`config.mk`:
```
export PLATFORM = sky130hd
export DESIGN_NAME = mem_arbiter_flat
export DESIGN_NICKNAME = d
export VERILOG_FILES = /design/src/rtl/mem_arbiter_pkg.sv /design/src/rtl/mem_arbiter_if.sv /design/src/rtl/mem_wait_counter.sv /design/src/rtl/mem_arbiter.sv /design/src/flat_wrapper.sv
export SDC_FILE = /design/constraint.sdc
export NUM_CORES = 1
export LEC_CHECK = 0
export ABC_AREA = 1
export BUFFER_PORTS_ARGS = -buffer_cell sky130_fd_sc_hd__buf_2
export CAP_MARGIN = 10
export CORE_MARGIN = 2
export CORE_UTILIZATION = 43
export DETAILED_ROUTE_END_ITERATION = 10
export PLACE_DENSITY = 0.81
export REMOVE_ABC_BUFFERS = 1
export SLEW_MARGIN = 20
export SYNTH_ARGS = -nofsm -noshare
export SYNTH_HDL_FRONTEND = slang
export SYNTH_HIERARCHICAL = 1
export SYNTH_SLANG_ARGS = --single-unit
export TNS_END_PERCENT = 10
```
`constraint.sdc`:
```
create_clock -name clk -period 1.49 [get_ports clk]
set_input_delay 0.298 -clock clk [delete_from_list [all_inputs] [get_ports clk]]
set_output_delay 0.298 -clock clk [all_outputs]
set_load 0.01 [all_outputs]
```
`src/rtl/mem_arbiter_pkg.sv`:
```
// Shared types and build defaults for the unified instruction/data memory arbiter.
package arm_mem_pkg;
  localparam int LATENCY_DEF         = 2;
  localparam int MAX_DATA_STREAK_DEF = 4;
  localparam int CNT_W               = 3;
  localparam int STREAK_W            = 4;

  typedef enum logic [1:0] {
    IDLE    = 2'd0,
    ACCESS  = 2'd1,
    RESPOND = 2'd2
  } state_e;

  typedef enum logic {
    GNT_IF = 1'b0,
    GNT_DM = 1'b1
  } gnt_e;
endpackage

```
`src/rtl/mem_arbiter_if.sv`:
```
// Fetch, data and memory-side signals of the arbiter; slave = arbiter, master = pipeline and memory.
interface mem_arbiter_if;
  logic        if_req;
  logic [31:0] if_addr;
  logic [31:0] if_rdata;
  logic        if_ready;
  logic        dm_req;
  logic        dm_we;
  logic [31:0] dm_addr;
  logic [31:0] dm_wdata;
  logic [31:0] dm_rdata;
  logic        dm_ready;
  logic        mem_en;
  logic        mem_we;
  logic [31:0] mem_addr;
  logic [31:0] mem_wdata;
  logic [31:0] mem_rdata;
  logic        stall_f;
  logic        stall_m;

  modport slave (
    input  if_req, if_addr, dm_req, dm_we, dm_addr, dm_wdata, mem_rdata,
    output if_rdata, if_ready, dm_rdata, dm_ready,
    output mem_en, mem_we, mem_addr, mem_wdata, stall_f, stall_m
  );

  modport master (
    output if_req, if_addr, dm_req, dm_we, dm_addr, dm_wdata, mem_rdata,
    input  if_rdata, if_ready, dm_rdata, dm_ready,
    input  mem_en, mem_we, mem_addr, mem_wdata, stall_f, stall_m
  );
endinterface

```
`src/rtl/mem_wait_counter.sv`:
```
// Access-cycle counter: loaded with LATENCY on grant, counts down during ACCESS.
// last is high in the final access cycle (count == 1); no backpressure.
module mem_wait_counter import arm_mem_pkg::*; #(
  parameter int LATENCY = LATENCY_DEF
) (
  input  logic clk,
  input  logic reset,
  input  logic load,
  input  logic dec,
  output logic last
);
  logic [CNT_W-1:0] cnt_q, cnt_d;

  always_comb begin
    cnt_d = cnt_q;
    if (load) begin
      cnt_d = CNT_W'(LATENCY);
    end else if (dec && (cnt_q != '0)) begin
      cnt_d = cnt_q - CNT_W'(1);
    end
  end

  always_ff @(posedge clk or negedge reset) begin
    if (!reset) begin
      cnt_q <= '0;
    end else begin
      cnt_q <= cnt_d;
    end
  end

  assign last = (cnt_q == CNT_W'(1));
endmodule

```
`src/rtl/mem_arbiter.sv`:
```
// Arbitrates fetch and data ports onto one memory; ready pulses LATENCY+1 cycles after grant.
// Requesters are held off via stall_f/stall_m until their one-cycle ready pulse.
module mem_arbiter import arm_mem_pkg::*; #(
  parameter int LATENCY         = LATENCY_DEF,
  parameter int MAX_DATA_STREAK = MAX_DATA_STREAK_DEF
) (
  input  logic          clk,
  input  logic          reset,
  mem_arbiter_if.slave  bus
);
  state_e              state_q, state_d;
  gnt_e                gnt_q, gnt_d;
  logic [31:0]         addr_q, addr_d;
  logic [31:0]         wdata_q, wdata_d;
  logic [31:0]         if_rdata_q, if_rdata_d;
  logic [31:0]         dm_rdata_q, dm_rdata_d;
  logic                we_q, we_d;
  logic                if_ready_q, if_ready_d;
  logic                dm_ready_q, dm_ready_d;
  logic [STREAK_W-1:0] streak_q, streak_d;
  logic                cnt_load, cnt_dec, cnt_last;
  logic                streak_full, fetch_wins;

  // Data has priority until it has starved a waiting fetch MAX_DATA_STREAK times.
  assign streak_full = (streak_q == STREAK_W'(MAX_DATA_STREAK));
  assign fetch_wins  = bus.if_req && (!bus.dm_req || streak_full);
  assign cnt_dec     = (state_q == ACCESS);

  mem_wait_counter #(.LATENCY(LATENCY)) u_wait_cnt (
    .clk   (clk),
    .reset (reset),
    .load  (cnt_load),
    .dec   (cnt_dec),
    .last  (cnt_last)
  );

  always_comb begin
    state_d    = state_q;
    gnt_d      = gnt_q;
    addr_d     = addr_q;
    wdata_d    = wdata_q;
    we_d       = we_q;
    streak_d   = streak_q;
    if_rdata_d = if_rdata_q;
    dm_rdata_d = dm_rdata_q;
    if_ready_d = 1'b0;
    dm_ready_d = 1'b0;
    cnt_load   = 1'b0;
    case (state_q)
      IDLE: begin
        if (bus.if_req || bus.dm_req) begin
          cnt_load = 1'b1;
          state_d  = ACCESS;
          if (fetch_wins) begin
            gnt_d    = GNT_IF;
            addr_d   = bus.if_addr;
            wdata_d  = '0;
            we_d     = 1'b0;
            streak_d = '0;
          end else begin
            gnt_d   = GNT_DM;
            addr_d  = bus.dm_addr;
            wdata_d = bus.dm_wdata;
            we_d    = bus.dm_we;
            if (bus.if_req && !streak_full) begin
              streak_d = streak_q + STREAK_W'(1);
            end
          end
        end
      end
      ACCESS: begin
        if (cnt_last) begin
          state_d = RESPOND;
          if (gnt_q == GNT_IF) begin
            if_rdata_d = bus.mem_rdata;
            if_ready_d = 1'b1;
          end else begin
            if (!we_q) begin
              dm_rdata_d = bus.mem_rdata;
            end
            dm_ready_d = 1'b1;
          end
        end
      end
      RESPOND: state_d = IDLE;
      default: state_d = IDLE;
    endcase
  end

  always_ff @(posedge clk or negedge reset) begin
    if (!reset) begin
      state_q    <= IDLE;
      gnt_q      <= GNT_IF;
      addr_q     <= '0;
      wdata_q    <= '0;
      we_q       <= 1'b0;
      streak_q   <= '0;
      if_rdata_q <= '0;
      dm_rdata_q <= '0;
      if_ready_q <= 1'b0;
      dm_ready_q <= 1'b0;
    end else begin
      state_q    <= state_d;
      gnt_q      <= gnt_d;
      addr_q     <= addr_d;
      wdata_q    <= wdata_d;
      we_q       <= we_d;
      streak_q   <= streak_d;
      if_rdata_q <= if_rdata_d;
      dm_rdata_q <= dm_rdata_d;
      if_ready_q <= if_ready_d;
      dm_ready_q <= dm_ready_d;
    end
  end

  assign bus.mem_en    = (state_q == ACCESS);
  assign bus.mem_we    = (state_q == ACCESS) && we_q;
  assign bus.mem_addr  = addr_q;
  assign bus.mem_wdata = wdata_q;
  assign bus.if_rdata  = if_rdata_q;
  assign bus.dm_rdata  = dm_rdata_q;
  assign bus.if_ready  = if_ready_q;
  assign bus.dm_ready  = dm_ready_q;
  assign bus.stall_f   = bus.if_req && !if_ready_q;
  assign bus.stall_m   = bus.dm_req && !dm_ready_q;
endmodule

```
`src/flat_wrapper.sv`:
```
// flat-port wrapper written by rule: the top's interface ports become plain ports
module mem_arbiter_flat import arm_mem_pkg::*;
#(
  parameter int LATENCY         = LATENCY_DEF,
  parameter int MAX_DATA_STREAK = MAX_DATA_STREAK_DEF
)
  (clk, reset, bus_if_req, bus_if_addr, bus_dm_req, bus_dm_we, bus_dm_addr, bus_dm_wdata, bus_mem_rdata, bus_if_rdata, bus_if_ready, bus_dm_rdata, bus_dm_ready, bus_mem_en, bus_mem_we, bus_mem_addr, bus_mem_wdata, bus_stall_f, bus_stall_m);
  mem_arbiter_if bus_i ();
  input  logic clk;
  input  logic reset;
  input wire logic [$bits(bus_i.if_req)-1:0] bus_if_req;
  input wire logic [$bits(bus_i.if_addr)-1:0] bus_if_addr;
  input wire logic [$bits(bus_i.dm_req)-1:0] bus_dm_req;
  input wire logic [$bits(bus_i.dm_we)-1:0] bus_dm_we;
  input wire logic [$bits(bus_i.dm_addr)-1:0] bus_dm_addr;
  input wire logic [$bits(bus_i.dm_wdata)-1:0] bus_dm_wdata;
  input wire logic [$bits(bus_i.mem_rdata)-1:0] bus_mem_rdata;
  output wire logic [$bits(bus_i.if_rdata)-1:0] bus_if_rdata;
  output wire logic [$bits(bus_i.if_ready)-1:0] bus_if_ready;
  output wire logic [$bits(bus_i.dm_rdata)-1:0] bus_dm_rdata;
  output wire logic [$bits(bus_i.dm_ready)-1:0] bus_dm_ready;
  output wire logic [$bits(bus_i.mem_en)-1:0] bus_mem_en;
  output wire logic [$bits(bus_i.mem_we)-1:0] bus_mem_we;
  output wire logic [$bits(bus_i.mem_addr)-1:0] bus_mem_addr;
  output wire logic [$bits(bus_i.mem_wdata)-1:0] bus_mem_wdata;
  output wire logic [$bits(bus_i.stall_f)-1:0] bus_stall_f;
  output wire logic [$bits(bus_i.stall_m)-1:0] bus_stall_m;
  assign bus_i.if_req = bus_if_req;
  assign bus_i.if_addr = bus_if_addr;
  assign bus_i.dm_req = bus_dm_req;
  assign bus_i.dm_we = bus_dm_we;
  assign bus_i.dm_addr = bus_dm_addr;
  assign bus_i.dm_wdata = bus_dm_wdata;
  assign bus_i.mem_rdata = bus_mem_rdata;
  assign bus_if_rdata = bus_i.if_rdata;
  assign bus_if_ready = bus_i.if_ready;
  assign bus_dm_rdata = bus_i.dm_rdata;
  assign bus_dm_ready = bus_i.dm_ready;
  assign bus_mem_en = bus_i.mem_en;
  assign bus_mem_we = bus_i.mem_we;
  assign bus_mem_addr = bus_i.mem_addr;
  assign bus_mem_wdata = bus_i.mem_wdata;
  assign bus_stall_f = bus_i.stall_f;
  assign bus_stall_m = bus_i.stall_m;
  mem_arbiter #(.LATENCY(LATENCY), .MAX_DATA_STREAK(MAX_DATA_STREAK)) u_core (.clk(clk), .reset(reset), .bus(bus_i));
endmodule
```
== After elaboration in Yosys (flattened, before gate mapping) ==
Cells that the tools add are included.
Storage, ports and cells
  register bits: 141
  output and inout bits: 134
  word-level logic and storage cells: 60
Operators by class
  muxes and demuxes: 19
  add/subtract/negate cells: 2
  bitwise operators: 2
  reductions and logical operators: 21
  equal/unequal tests: 5
Operators by type and width (count)
  $mux 32: 2
  $mux 1: 10
  $mux 4: 2
  $logic_and 1x1->1: 6
  $mux 3: 2
  $reduce_and 3->1: 2
  $add 4x1->4 const B: 1
  $eq 4x3->1 const B: 1
  $logic_not 1->1: 4
  $mux 2: 2
  $ne 2x1->1 const B: 2
  $pmux 2 s2: 1
  $reduce_and 2->1: 2
  $reduce_and 4->1: 1
  $reduce_bool 2->1: 2
  $eq 3x1->1 const B: 1
  $reduce_bool 3->1: 1
  $sub 3x1->3 const B: 1
  $eq 2x1->1 const B: 1
  $logic_not 2->1: 1
  $logic_or 1x1->1: 2
  $not 1->1: 2

== Longest topological paths before layout ==
Gate-level depths: netlist of run 1.
  depth in word-level cells: 5
  mapped depth: 11
  mapped depth without buffers: 9

== Hierarchy ==
Netlist of run 1, hierarchy kept.
By module, submodules not included
  mem_arbiter: instances 1, cells an instance 710, area each 5925.7 um^2
  mem_wait_counter: instances 1, cells an instance 27, area each 200.2 um^2

== Least setup slack after synthesis of run 1 ==
Ideal clock, no wire load.
  path type: flip-flop to flip-flop
  start point: register u_core.u_wait_cnt.cnt_q[1]
  end point: register u_core.if_rdata_q[22], in the netlist u_core/bus.if_rdata[22]
  data arrival time: 1.437 ns
  path buffers: 2
  cell stages (with the launch flop): 12
  period minus slack after synthesis: 1.567 ns
  setup time: 0.130 ns
  path slack: -0.077 ns
  cells stage by stage: dfrtp_1 -> inv_1 -> ha_1 -> inv_1 -> nor2_1 -> inv_1 -> nor2_2 -> nand2_1 -> buf_2 -> buf_2 -> nand2_1 -> o21ai_0
On the way
  cells in the longest elaborated chain, start to end: 2
Ends and longest elaborated chain
  start, declared: RTL line mem_wait_counter.sv:12  | logic [CNT_W-1:0] cnt_q, cnt_d;
  start signal, assigned: RTL line mem_wait_counter.sv:27  | cnt_q <= cnt_d;
  $eq 3x1->1: RTL line mem_wait_counter.sv:31  | assign last = (cnt_q == CNT_W'(1));
  via u_core.cnt_last: RTL line mem_arbiter.sv:21  | logic cnt_load, cnt_dec, cnt_last;
  $reduce_and 3->1 (no source line)
  end signal, assigned: RTL line mem_arbiter.sv:109  | if_rdata_q <= if_rdata_d;
  end, declared: RTL line mem_arbiter.sv:15  | logic [31:0] if_rdata_q, if_rdata_d;
The timed path passes the listed nets, and every way through them passes these cells.
A chain may end at the register's enable or synchronous reset.

== Worst setup path in the final report of run 1 ==
  start point: register u_core.u_wait_cnt.cnt_q[1]
  end point: register u_core.dm_rdata_q[11], in the netlist u_core/bus.dm_rdata[11]
On the way
  cells in the longest elaborated chain, start to end: 2
Ends and longest elaborated chain
  $eq 3x1->1: RTL line mem_wait_counter.sv:31
  via u_core.cnt_last: RTL line mem_arbiter.sv:21
  $reduce_and 4->1 (no source line)
  end signal, assigned: RTL line mem_arbiter.sv:110  | dm_rdata_q <= dm_rdata_d;
  end, declared: RTL line mem_arbiter.sv:16  | logic [31:0] dm_rdata_q, dm_rdata_d;
The timed path passes the listed nets, and every way through them passes these cells.

==> reports/results.ini, run 1 <==
[synthesis]
synth-seq-area-share = 0.576
synth_area_leaders = dfrtp_1 58%, nand2_1 15%, nand3_1 8.5%
synth-seq-cells = 141
synth_most_common_cell = nand2_1
netlist_area_mm2 = 0.00613
yosys-top-cells-count = 241 x nand2_1, 141 x dfrtp_1, 111 x inv_1
yosysWarnings = 6
ys_types = 21
synthArstFlopShare = 1.00
post_synth.cell_area_avg_um2 = 8.31
synth_edf_count = 0
synth_top_area_cell = dfrtp_1
synth_top_area_frac = 0.576
syn_inst = 737
synth_flop_cell = dfrtp_1

[sta]
fmax_mhz = 646
relSlewSlack = 0.779
setup_ws_ps = -58.4
min_period_over_period = 1.04
rsz0062_at_grt = yes
layout_min_cycle_time_ps = 1550
worst_pin_slew_ps = 332
skew_ps = 6.38
slew_viol_final = 0
final.setup.tns_ps = -1100
hold_viol_final = 0
setup_viol = 31

[final_layout]
areaGrowthSynthToFinish_pct = 42.8
n_antenna_cell = 0
final_layout_size_suffix_gt1_frac = 0.366
fillers = 1135
fin_nets = 1156

[pwr]
p_leak_nw = 5.14
p_per_area_mw_per_mm2 = 2150
totalPowerFinal_mw = 18.8
peakVddDrop_mv = 1.20

[hold_path]
holdPathStages = 3
hold_end = u_core/bus.mem_wdata[15]
hp-class = input pin to flop
hp-start = bus_dm_wdata[15]

[die]
core_region_area_mm2 = 0.0139
pin_count = 267
die_w_um = 123
chipHeight_um = 123
die_area_mm2 = 0.0152
initial_core_util = 0.441
rows = 43

[clock_network]
clock_path_buffers = 2
cts-root-buf = clkbuf_16
htreeDepth = 4
cts_buffers = 17
cts_sinks = 141
clk_pin_slew_worst_paths_ps = 60
cts_tree = yes
clk_latency_ps = 410

[global_route]
grt_pass1_vias = 5557
grt_usage = 0.222
antenna_found_initial = 0
grt_max_degree = 65
grt_first_pass_wirelength_um = 26200
grt-ovfl-total = 0

[setup_path]
crit_start = u_core/u_wait_cnt/cnt_q[1]
r2r_cells = 9
crit_path_end_kind = flop
reg2reg_to = u_core/bus.dm_rdata[11]
path_class = flop to flop
startpoint_type = flop
critPathRequiredTime_ps = 1790
worstPathMaxFanout = 16
r2r_slack_ps = -60
worstPathArrival_ps = 1840
r2r-start = u_core/u_wait_cnt/cnt_q[1]

[placement]
hpwl_um = 11800
gp_congestion = 0.766
port_buffers = 266
place_ws_ps = -21.1

[route]
ant_nets = 0
first_pass_iters = 5
routed_wl_um = 18100
drt_iter0_drc = 339
drcViolationCount = 0
vias = 5972
vias_per_cell = 4.93
avgRoutedWirePerCell_um = 14.9

[run]
maxCapViolations = 0

[status]
violations = setup timing
status = complete, but fails checks

-- power breakdown --
group / total (mW) / internal (mW) / switching [mW] / leakage, nW
clock: 4.61 / 2.95 / 1.66 / 0.313
combinational: 7.36 / 3.12 / 4.24 / 3.11
sequential: 6.86 / 5.69 / 1.16 / 1.72
total: 18.8 / 11.8 / 7.07 / 5.14
-- cell usage in the layout (no fill, tap or decap), drive strengths merged --
| cell | n |
|---|---|
| clkinv | 4 |
| nand2 | 243 |
| o21ai | 70 |
| buf | 299 |
| nand4 | 4 |
| a21oi | 1 |
| nand3b | 1 |
| clkinvlp | 2 |
| nor3 | 1 |
| ha | 5 |
| bufinv | 4 |
| dlygate4sd3 | 1 |
| inv | 118 |
| nor2 | 10 |
| dfrtp | 141 |
| nand3 | 104 |
| clkbuf | 23 |
-- how the worst max path moves through the flow --
stage / slack, ps / cells after the start / to
detailed placement: -20 / 10 / u_core/bus.if_rdata[31]
global placement: 40 / 8 / u_core/bus.mem_addr[13]
finish: -60 / 9 / u_core/bus.dm_rdata[11]
floorplan: -890 / 6 / u_core/bus.mem_wdata[0]
global route: -140 / 8 / u_core/bus.dm_rdata[22]
CTS: -50 / 4 / bus_mem_we
-- cell families after synthesis --
family,count (synthesis),synth area share
AND/OR/NAND/NOR,363,0.250
flip-flops,141,0.576
adder cells (fa/ha/maj),5,0.0102
AO/OA/AOI/OAI,71,0.0598
buffers and inverters,157,0.104
-- layout make-up --
cell class | instances | area [µm²] | share of cell area
clock buffers | 20 | 467 | 0.0534
multi-input cells | 439 | 2100 | 0.240
inverters | 116 | 435 | 0.0498
flip-flops and latches | 141 | 3530 | 0.403
clock inverters | 12 | 184 | 0.0210
repair buffers | 303 | 1810 | 0.207
well taps | 180 | 225 | 0.0258
-- registers in the layout, indices dropped and copies added (netlist names) --
| register | flops |
|---|---|
| u_core/bus.if_ready | 1 |
| u_core/bus.if_rdata | 32 |
| u_core/bus.dm_rdata | 32 |
| u_core/streak_q | 4 |
| u_core/u_wait_cnt/cnt_q | 3 |
| u_core/gnt_q | 1 |
| u_core/bus.mem_addr | 32 |
| u_core/bus.mem_wdata | 32 |
| u_core/state_q | 2 |
| u_core/we_q | 1 |
| u_core/bus.dm_ready | 1 |
-- metal layers --
metal | vias to the layer above | share of wire | global-route usage
met4 | 0 | 0.014 | 0.0945
met2 | 320 | 0.48 | 0.351
met5 | - | 0 | 0
met3 | 18 | 0.10 | 0.0784
met1 | 2797 | 0.41 | 0.278
li1 | 2837 | - | -
-- worst max-delay path, cell delays in order, from the launching register on --
cell,delay (ps)
dfrtp_1,380
inv_2,90
ha_4,130
inv_2,40
nor2_4,90
buf_6,110
nand4_4,190
clkbuf_16,260
nand2_1,70
o21ai_1,60
-- what timing repair did --
item                                    CTS  global route
hold buffers                              1             0
endpoints found under the setup margin   49           112
pin swaps                                 3             0
hold endpoints to repair                 30             0
resized for setup                         7            68
gates cloned                              1             4
setup buffers                             4             0
-- per-stage QoR --
| step | hold slack, ps | cell area [µm²] | util | instances |
|---|---|---|---|---|
| global route | 103 | 8750 | 0.630 | 1211 |
| floorplan | 2.41 | 5920 | - | 696 |
| global placement | 209 | 7790 | 0.561 | 1169 |
| detailed placement | 209 | 7790 | 0.561 | 1169 |
| CTS | 83.4 | 8530 | 0.615 | 1207 |
| finish | 112 | 8750 | 0.630 | 1211 |
Power figures use the tool's default switching activity.
==> run 2: changes to the inputs <==
--- a/config.mk
+++ b/config.mk
@@ -18,4 +18,4 @@
 export SYNTH_HDL_FRONTEND = slang
 export SYNTH_HIERARCHICAL = 1
 export SYNTH_SLANG_ARGS = --single-unit
-export TNS_END_PERCENT = 10
+export TNS_END_PERCENT = 20
==> reports/results.ini, run 2 (synthesis gave the netlist of run 1 again) <==
[status]
status = complete, but fails checks
violations = setup timing

[clock_network]
cts-root-buf = clkbuf_16
cts_buffers = 17
clock_path_buffers = 2
clk_pin_slew_worst_paths_ps = 60
htreeDepth = 4
cts_sinks = 141
cts_tree = yes
clk_latency_ps = 410

[sta]
skew_ps = 7.07
worst_pin_slew_ps = 327
rsz0062_at_grt = yes
relSlewSlack = 0.782
fmax_mhz = 647
min_period_over_period = 1.04
layout_min_cycle_time_ps = 1550
hold_viol_final = 0
setup_ws_ps = -55.4
slew_viol_final = 0
setup_viol = 33

[setup_path]
critPathRequiredTime_ps = 1780
max_stage_delay_ps = 380
crit_path_end_kind = flop
startpoint_type = flop
slowest_stage = dfrtp_1
cp_common_cell = inv_2
worstPathArrival_ps = 1840
worstPathMaxFanout = 16
cp_cell_sequence = inv_2, ha_4, inv_2, nor2_4, buf_6, nand4_4, clkbuf_16, nand2_1, o21ai_0
r2r_slack_ps = -60
crit_buf_inv = 4
path_delay_family = buffers and inverters
path_class = flop to flop

[global_route]
grt-ovfl-total = 0
grt_first_pass_wirelength_um = 26200
antenna_found_initial = 0
grt_usage = 0.222
grt_max_degree = 65
grt_pass1_vias = 5557

[final_layout]
final_common_cell = buf_2
final_layout_size_suffix_gt1_frac = 0.377
areaGrowthSynthToFinish_pct = 45.3
n_antenna_cell = 0
fin_nets = 1163
final_cell_mix = 264 x buf_2, 218 x nand2_1, 141 x dfrtp_1

[route]
drcViolationCount = 0
vias = 6080
drt_iter0_drc = 374
vias_per_cell = 4.99
avgRoutedWirePerCell_um = 15.5
ant_nets = 0
first_pass_iters = 5
routed_wl_um = 18900

[pwr]
peakVddDrop_mv = 1.20
p_per_area_mw_per_mm2 = 2140
totalPowerFinal_mw = 19.0
p_leak_nw = 5.21

[die]
die_w_um = 123
initial_core_util = 0.441
chipHeight_um = 123
core_region_area_mm2 = 0.0139
pin_count = 267
rows = 43
die_area_mm2 = 0.0152

[placement]
hpwl_um = 11800
place_ws_ps = -21.1
gp_congestion = 0.766
port_buffers = 266

[run]
maxCapViolations = 0

[hold_path]
hp-class = input pin to flop

==> run 2: power by group <==
group / total, mW / internal (mW) / leakage (nW) / switching, mW
Clock: 4.63 / 2.95 / 0.313 / 1.67
Sequential: 6.87 / 5.69 / 1.72 / 1.17
Combinational: 7.55 / 3.22 / 3.18 / 4.32
Total: 19.0 / 11.9 / 5.21 / 7.17
==> run 2: path summary, 6_finish.rpt <==
check                                           start                  endpoint  cells past startpoint
max                        u_core/u_wait_cnt/cnt_q[1]   u_core/bus.dm_rdata[14]                      9
min reg2reg                  u_core/bus.mem_wdata[29]  u_core/bus.mem_wdata[29]                      2
min                                  bus_dm_wdata[15]  u_core/bus.mem_wdata[15]                      3
max reg2reg                u_core/u_wait_cnt/cnt_q[1]   u_core/bus.dm_rdata[14]                      9
max in group asynchronous                       reset    u_core/bus.dm_rdata[6]                      3
min in group asynchronous                       reset    u_core/bus.dm_rdata[8]                      2
==> run 2: worst reg2reg max path, delay by kind of cell, from the launching register on <==
| kind | cells | cell delay, ps |
|---|---|---|
| fa+ha+maj | 1 | 130 |
| simple gates | 3 | 350 |
| buf+inv | 4 | 510 |
| compound gates | 1 | 70 |
| flops | 1 | 380 |
==> run 2: metal layers <==
layer | up-vias | track usage | part of all wire
li1 | 2859 | - | -
met1 | 2835 | 0.278 | 0.39
met2 | 364 | 0.351 | 0.48
met3 | 22 | 0.0784 | 0.11
met4 | 0 | 0.0945 | 0.016
met5 | - | 0 | 0
==> run 2: repair_timing <==
item                                   4_1_cts  5_1_grt
endpoints found under the hold margin       30        0
buffers inserted                             4        4
pin swaps                                    3        3
hold buffers                                 1        0
setup endpoints to repair                   49      112
cloned                                       1        7
gates resized for setup                      7       79
==> run 2: area by class of cell <==
class | instances | area (µm²)
Sequential cell | 141 | 3530
Fill cell | 1112 | 4980
Tap cell | 180 | 225
Multi-Input combinational cell | 439 | 2120
Clock inverter | 12 | 184
Clock buffer | 20 | 467
Inverter | 116 | 435
Timing Repair Buffer | 310 | 1940
==> run 2: metrics by stage <==
step | std cells | hold WS, ps | setup TNS [ps] | util | cell area (µm²)
CTS | 1207 | 83.4 | -118 | 0.615 | 8530
global placement | 1169 | 209 | 0 | 0.561 | 7790
floorplan | 696 | 2.41 | -101320 | - | 5920
detailed placement | 1169 | 209 | -147 | 0.561 | 7790
finish | 1218 | 111 | -1040 | 0.641 | 8900
global route | 1218 | 103 | -6870 | 0.641 | 8900
